**src/rtl/vslc_scan_io.sv**
```systemverilog
// -----------------------------------------------------------------------------
// vslc_scan_io -- process-image engine for the VSLC logic controller.
//
// This block owns the scan cycle. It does four jobs:
//   * A phase timer that divides clk into scans of SCAN_DIV clocks.
//   * An input path. Field inputs pass through a 2-flop synchroniser and a
//     per-channel debouncer. The result is latched into in_image at scan
//     start and held for the whole scan.
//   * A shadow output buffer. The core writes it at any time. It is copied
//     to out_image at scan end, if the core reported done for that scan.
//   * A scan-overrun watchdog. It trips a sticky fault after WDOG_SCANS
//     missed commits in a row. On a trip, out_image is forced to the safe
//     all-zero state until reset.
//
// Optional build macro:
//   VSLC_SCAN_EDGE_EN  Build the per-scan rising/falling edge registers
//                      in_rise / in_fall. When the macro is undefined, both
//                      ports are tied to zero.
//
// Parameters:
//   IN_W        input channel count
//   OUT_W       output channel count
//   SCAN_DIV    clocks per scan (even, >= 4)
//   DEB_CNT     stable clocks needed before a debounced bit changes (>= 1)
//   WDOG_SCANS  consecutive overrun scans that trip the fault (>= 1)
//
// Ports:
//   clk             system clock
//   rst_n           synchronous active-low reset
//   ena             scan enable; 0 freezes the timer, the scan state and
//                   both images
//   raw_in          asynchronous field inputs
//   in_image        input image, stable for the whole scan
//   core_out        core output write data
//   core_we         writes core_out into the shadow buffer
//   core_done       core finished evaluating this scan
//   out_image       committed output image
//   scan_start      one-cycle pulse at the start of each scan
//   scan_cycle_clk  50% duty scan clock
//   scan_count      scan counter; wraps at 16 bits
//   overrun         sticky: at least one commit was missed
//   fault           sticky watchdog trip
//   in_rise         bits that rose between the previous and the current image
//   in_fall         bits that fell between the previous and the current image
// -----------------------------------------------------------------------------
module vslc_scan_io #(
  parameter int IN_W       = 8,
  parameter int OUT_W      = 8,
  parameter int SCAN_DIV   = 16,
  parameter int DEB_CNT    = 2,
  parameter int WDOG_SCANS = 4
) (
  input  logic             clk,
  input  logic             rst_n,
  input  logic             ena,
  input  logic [IN_W-1:0]  raw_in,
  output logic [IN_W-1:0]  in_image,
  input  logic [OUT_W-1:0] core_out,
  input  logic             core_we,
  input  logic             core_done,
  output logic [OUT_W-1:0] out_image,
  output logic             scan_start,
  output logic             scan_cycle_clk,
  output logic [15:0]      scan_count,
  output logic             overrun,
  output logic             fault,
  output logic [IN_W-1:0]  in_rise,
  output logic [IN_W-1:0]  in_fall
);

  // ---------------------------------------------------------------------------
  // Derived widths and constants
  // ---------------------------------------------------------------------------
  localparam int PH_W  = $clog2(SCAN_DIV);
  localparam int DEB_W = (DEB_CNT > 1) ? $clog2(DEB_CNT + 1) : 1;
  localparam int WD_W  = $clog2(WDOG_SCANS + 1);

  localparam logic [PH_W-1:0]  PH_LAST  = PH_W'(SCAN_DIV - 1);
  localparam logic [PH_W-1:0]  PH_HALF  = PH_W'(SCAN_DIV / 2);
  localparam logic [DEB_W-1:0] DEB_LAST = DEB_W'(DEB_CNT - 1);
  localparam logic [WD_W-1:0]  WD_MAX   = WD_W'(WDOG_SCANS);
  localparam logic [WD_W-1:0]  WD_TRIP  = WD_W'(WDOG_SCANS - 1);

  // ---------------------------------------------------------------------------
  // Input synchroniser and debouncer (runs regardless of ena)
  // ---------------------------------------------------------------------------
  logic [IN_W-1:0]            sync1;
  logic [IN_W-1:0]            sync2;
  logic [IN_W-1:0]            deb;
  logic [IN_W-1:0][DEB_W-1:0] deb_cnt;

  // A raw change is captured by sync1 on edge 1 and reaches sync2 on edge 2.
  // The counter then takes DEB_CNT further edges. The update fires on the
  // edge where the count would reach DEB_CNT, so a held change shows up on
  // deb exactly 2+DEB_CNT edges after it arrives. A shorter glitch makes
  // sync2 equal deb again first, which clears the counter.
  always_ff @(posedge clk) begin
    if (!rst_n) begin
      sync1   <= '0;
      sync2   <= '0;
      deb     <= '0;
      // NOTE: the debounce counters are cleared explicitly on reset, like
      // every other register. A stale count left over from before reset
      // could otherwise let a short glitch through once reset is released.
      deb_cnt <= '0;
    end else begin
      // NOTE: sequential state is written only with non-blocking
      // assignments. That way sync2 takes the *old* sync1 on this edge,
      // which makes this a real two-flop chain.
      sync1 <= raw_in;
      sync2 <= sync1;
      for (int i = 0; i < IN_W; i++) begin
        if (sync2[i] == deb[i]) begin
          deb_cnt[i] <= '0;
        end else if (deb_cnt[i] == DEB_LAST) begin
          deb[i]     <= sync2[i];
          deb_cnt[i] <= '0;
        end else begin
          deb_cnt[i] <= deb_cnt[i] + DEB_W'(1);
        end
      end
    end
  end

  // ---------------------------------------------------------------------------
  // Scan events
  // ---------------------------------------------------------------------------
  logic [PH_W-1:0] phase;
  logic            start_edge;
  logic            commit_edge;

  assign start_edge  = ena && (phase == '0);
  assign commit_edge = ena && (phase == PH_LAST);

  // ---------------------------------------------------------------------------
  // Phase timer, scan clock, scan counter and input image
  // ---------------------------------------------------------------------------
  always_ff @(posedge clk) begin
    if (!rst_n) begin
      phase          <= '0;
      scan_start     <= 1'b0;
      scan_cycle_clk <= 1'b0;
      scan_count     <= '0;
      in_image       <= '0;
    end else begin
      // scan_start is a registered pulse. It drops on any edge that is not
      // a scan start, including every edge while ena is low.
      scan_start <= start_edge;
      if (ena) begin
        phase <= (phase == PH_LAST) ? '0 : phase + PH_W'(1);
        // The clock is registered from the phase before the edge. Phases
        // 0..SCAN_DIV/2-1 therefore give a high level that starts in the
        // same cycle as the scan_start pulse.
        scan_cycle_clk <= (phase < PH_HALF);
      end
      if (start_edge) begin
        in_image   <= deb;
        scan_count <= scan_count + 16'd1;
      end
    end
  end

  // ---------------------------------------------------------------------------
  // Shadow buffer and done flag
  // ---------------------------------------------------------------------------
  logic [OUT_W-1:0] shadow;
  logic             done_flag;

  always_ff @(posedge clk) begin
    if (!rst_n) begin
      shadow    <= '0;
      done_flag <= 1'b0;
    end else begin
      if (core_we) begin
        shadow <= core_out;
      end
      // Clearing at scan start has priority. A core_done that lands on the
      // scan-start edge belongs to the previous scan and is dropped.
      if (start_edge) begin
        done_flag <= 1'b0;
      end else if (core_done) begin
        done_flag <= 1'b1;
      end
    end
  end

  // ---------------------------------------------------------------------------
  // Commit and overrun watchdog
  // ---------------------------------------------------------------------------
  logic            done_now;
  logic [WD_W-1:0] ovr_cnt;

  assign done_now = done_flag || core_done;

  always_ff @(posedge clk) begin
    if (!rst_n) begin
      out_image <= '0;
      ovr_cnt   <= '0;
      overrun   <= 1'b0;
      fault     <= 1'b0;
    end else if (fault) begin
      // Safe state: outputs stay off and commits are ignored until reset.
      out_image <= '0;
    end else if (commit_edge) begin
      if (done_now) begin
        // shadow holds its pre-edge value here. A core write on this same
        // edge lands in shadow and goes out with the next commit.
        out_image <= shadow;
        ovr_cnt   <= '0;
      end else begin
        overrun <= 1'b1;
        if (ovr_cnt != WD_MAX) begin
          ovr_cnt <= ovr_cnt + WD_W'(1);
        end
        if (ovr_cnt == WD_TRIP) begin
          fault     <= 1'b1;
          out_image <= '0;
        end
      end
    end
  end

  // ---------------------------------------------------------------------------
  // Optional per-scan edge detection
  // ---------------------------------------------------------------------------
`ifdef VSLC_SCAN_EDGE_EN
  always_ff @(posedge clk) begin
    if (!rst_n) begin
      in_rise <= '0;
      in_fall <= '0;
    end else if (start_edge) begin
      // in_image still holds the previous scan's image on this edge.
      in_rise <= deb & ~in_image;
      in_fall <= ~deb & in_image;
    end
  end
`else
  assign in_rise = '0;
  assign in_fall = '0;
`endif

endmodule

```
**config.mk**
```make
export PLATFORM = sky130hd
export DESIGN_NAME = vslc_scan_io
export DESIGN_NICKNAME = d
export VERILOG_FILES = /design/src/rtl/vslc_scan_io.sv
export SDC_FILE = /design/constraint.sdc
export NUM_CORES = 1
export LEC_CHECK = 0
export CORE_ASPECT_RATIO = 0.75
export CORE_UTILIZATION = 46
export CTS_CLUSTER_DIAMETER = 80
export DETAILED_ROUTE_END_ITERATION = 7
export PLACE_DENSITY = 0.84
export SYNTH_ARGS = -nofsm -noshare
export SYNTH_HDL_FRONTEND = slang
export SYNTH_SLANG_ARGS = --single-unit
```
**constraint.sdc**
```tcl
create_clock -name clk -period 1.55 [get_ports clk]
set_input_delay 0.2325 -clock clk [delete_from_list [all_inputs] [get_ports clk]]
set_output_delay 0.2325 -clock clk [all_outputs]
set_load 0.05 [all_outputs]
```
==> results_dict.tcl <==
set metrics [dict create \
    areaGrowthSynthToFinish_pct 27.8 \
    antennaDiodeCount 0 \
    grt_max_degree 65 \
    yosysMostFrequentCell "dfxtp_1" \
    ant_nets 0 \
    design_area_mm2 0.00474 \
    die_width_um 106 \
    violations "negative setup slack" \
    setup_viol 7 \
    cts_tree "done" \
    portBuffers 56 \
    max_cap_viol_count 0 \
    row_count 27 \
    rsz0062_at_grt "yes" \
    peakVddDrop_mv 0.735 \
    ys_ff_latch 92 \
    synth-edff-count 0 \
    crit_fanout 8 \
    start_util 0.490 \
    routed_wl_mm 7.08 \
    layout.cells.non_filler 555 \
    grt_pass1_wl_mm 11.7 \
    track_usage 0.177 \
    clk_latency_ns 0.36 \
    ys_types 41 \
    hold_buffers 0 \
    fin_worst_skew_ns 0.0119 \
    place_inst 538 \
    finalWorstSetupSlack_ns -0.205 \
    holdCritPathClass "input pin to flop" \
    p_per_area_mw_per_mm2 959 \
    netlist_top_cells_area "dfxtp_1 50%, mux2i_1 5.4%, and2_1 5.1%" \
    ys_seq_area_frac 0.497 \
    p_total_w 0.00454 \
    critPathTopFamily "simple AND/OR/NAND/NOR gates" \
    fin_hold_ws_ns 0.270 \
    hold_viol 0 \
    seq_area_mm2 0.00187 \
    first_global_vias 2572 \
    max_freq_mhz 570 \
    path_clk_slew_ns 0.09 \
    post-route-period-util 1.13 \
    max_stage_delay_ns 0.34 \
    status "complete, but fails checks" \
    placed_area_mm2 0.00438 \
    layout-drive-gt1-share 0.240 \
    drc 0 \
    io_pins 73 \
    r2r_cells 8 \
    antenna_found_initial 0 \
    required_ns 1.79 \
    cts.htree.levels 3 \
    avgSynthCellArea_um2 9.83 \
    hpwl_mm 4.93 \
    place_congestion 0.751 \
    cts_buffer_depth 2 \
    syn_inst 377 \
    num_vias 2678 \
    cts_inserted_buffers 9 \
    grt_overflow_total 0 \
    dr.first_iter.drc_count 68 \
    ys.flop_type "dfxtp_1" \
    path_cells "inv_2 > ha_4 > nand4bb_1 > buf_6 > buf_4 > nor3_1 > xnor2_1 > and2_1" \
    crit_buf_inv 3 \
    finalCriticalPeriod_ns 1.76 \
    async_reset_ff_frac 0 \
    synth_common_cells "92 x dfxtp_1, 33 x nand2_1, 30 x and2_1, 28 x nor2_1, 20 x mux2i_1" \
    detail_route.wl_per_cell_um 12.8 \
    worst_setup_path_start_kind "flop" \
    maxSlewViolCount 0 \
    leakagePower_nw 1.98 \
    viasPerCell 4.83 \
    slowest_stage "dfxtp_2" \
    first_pass_iters 4 \
    yosys_warnings 0 \
    fillCellCount 610 \
    die_area_mm2 0.00842 \
    die_h_um 79.7 \
    nNetsFinal 484 \
    multi_input_area_mm2 0.00179 \
    synth_top_area_cell "dfxtp_1" \
    hold_depth 2 \
    crit_arrival_ns 2.00 \
    synth.top_cell.area_share 0.497 \
    critical_path_depth 8 \
    clock-sinks 92 \
    core_mm2 0.00757 \
    cp-end-kind "flop" \
    crit_type "flop to flop" \
    cts_root_buf "clkbuf_8" \
    syn_area_mm2 0.00371 \
]
[cells in the final DEF (no fill, tap or decap), types with 2 or more instances in the layout]
| cell | count |
|---|---|
| a21boi_0 | 9 |
| a22oi_2 | 7 |
| a31oi_1 | 2 |
| and2_1 | 30 |
| and3_1 | 3 |
| and4_1 | 2 |
| buf_12 | 3 |
| buf_4 | 50 |
| buf_6 | 4 |
| clkbuf_8 | 11 |
| clkdlybuf4s50_1 | 19 |
| clkinv_4 | 2 |
| conb_1 | 16 |
| dfxtp_1 | 79 |
| dfxtp_2 | 7 |
| dfxtp_4 | 6 |
| ha_1 | 12 |
| ha_4 | 2 |
| inv_1 | 15 |
| inv_2 | 2 |
| mux2i_1 | 20 |
| nand2_1 | 33 |
| nand2b_1 | 3 |
| nand3_1 | 7 |
| nand3b_1 | 8 |
| nand4_1 | 4 |
| nor2_1 | 27 |
| nor2b_1 | 18 |
| nor3_4 | 2 |
| nor4_1 | 2 |
| nor4_4 | 2 |
| o21a_1 | 5 |
| o21ai_0 | 3 |
| o22ai_1 | 2 |
| xnor2_1 | 7 |
| xor2_1 | 12 |
[logic make-up (layout without fill, tap and decap cells)]
family / after synthesis / after routing / synth area share
buffers and inverters: 48 / 110 / 0.0682
DFF: 92 / 92 / 0.497
xor gates and xnor gates: 19 / 19 / 0.0449
other: 1 / 16 / 0.00101
AOI/OAI and AO/OA: 35 / 35 / 0.0675
muxes: 20 / 20 / 0.0540
and+or+nand+nor: 148 / 148 / 0.220
adders and majority gates: 14 / 14 / 0.0473
[state kept, by name, indices dropped and copies added, names as in the netlist]
register / flops
scan_start: 1
out_image: 8
sync2: 8
shadow: 8
sync1: 8
overrun: 1
done_flag: 1
ovr_cnt: 3
scan_count: 16
deb: 8
fault: 1
deb_cnt: 16
phase: 4
scan_cycle_clk: 1
in_image: 8
[report_power, final]
part / switching (W) / internal (W)
clock: 0.000812 / 0.000836
combinational: 0.000269 / 0.000175
sequential: 0.0000350 / 0.00241
[worst reg2reg max path, stage by stage (launching register included)]
cell       delay, ns
dfxtp_2         0.34
inv_2           0.07
ha_4            0.13
nand4bb_1       0.14
buf_6           0.17
buf_4           0.17
nor3_1          0.31
xnor2_1         0.14
and2_1          0.17
[through the flow]
step	util	setup WS (ns)	TNS (ns)
floorplan	-	0.00591	0
global placement	0.579	-0.292	-7.03
detailed placement	0.579	-0.357	-7.66
CTS	0.617	-0.120	-0.461
global route	0.626	-0.290	-1.61
finish	0.626	-0.205	-0.505
[cell type report]
class | instances | area share
flip-flops and latches | 92 | 0.396
multi-input cells | 252 | 0.377
repair buffers | 77 | 0.143
clock buffers | 11 | 0.0320
well taps | 101 | 0.0267
inverters | 17 | 0.0135
clock inverters | 5 | 0.0127
[timing repair]
item                       CTS  global route
setup endpoints to repair   20            22
pin swaps                   10             4
gates resized for setup     16            13
buffers inserted             1             0
[worst paths after layout]
kind,from,endpoint,slack (ns)
min reg2reg,deb_cnt[14]$_SDFF_PP0_,deb_cnt[14]$_SDFF_PP0_,0.42
max,phase[1]$_SDFFE_PN0P_,scan_count[8]$_SDFFE_PN0P_,-0.21
min,rst_n,overrun$_SDFFE_PN0P_,0.27
max reg2reg,phase[1]$_SDFFE_PN0P_,scan_count[8]$_SDFFE_PN0P_,-0.21
[per-layer routing]
metal	share of wire	vias to the layer above	track usage	routed length [um]
li1	-	1357	-	-
met1	0.44	1244	0.210	3110
met2	0.49	66	0.307	3480
met3	0.055	11	0.0514	390
met4	0.014	0	0.0625	102
met5	0	-	0	0
No activity file was read; power rests on OpenSTA's default activity.
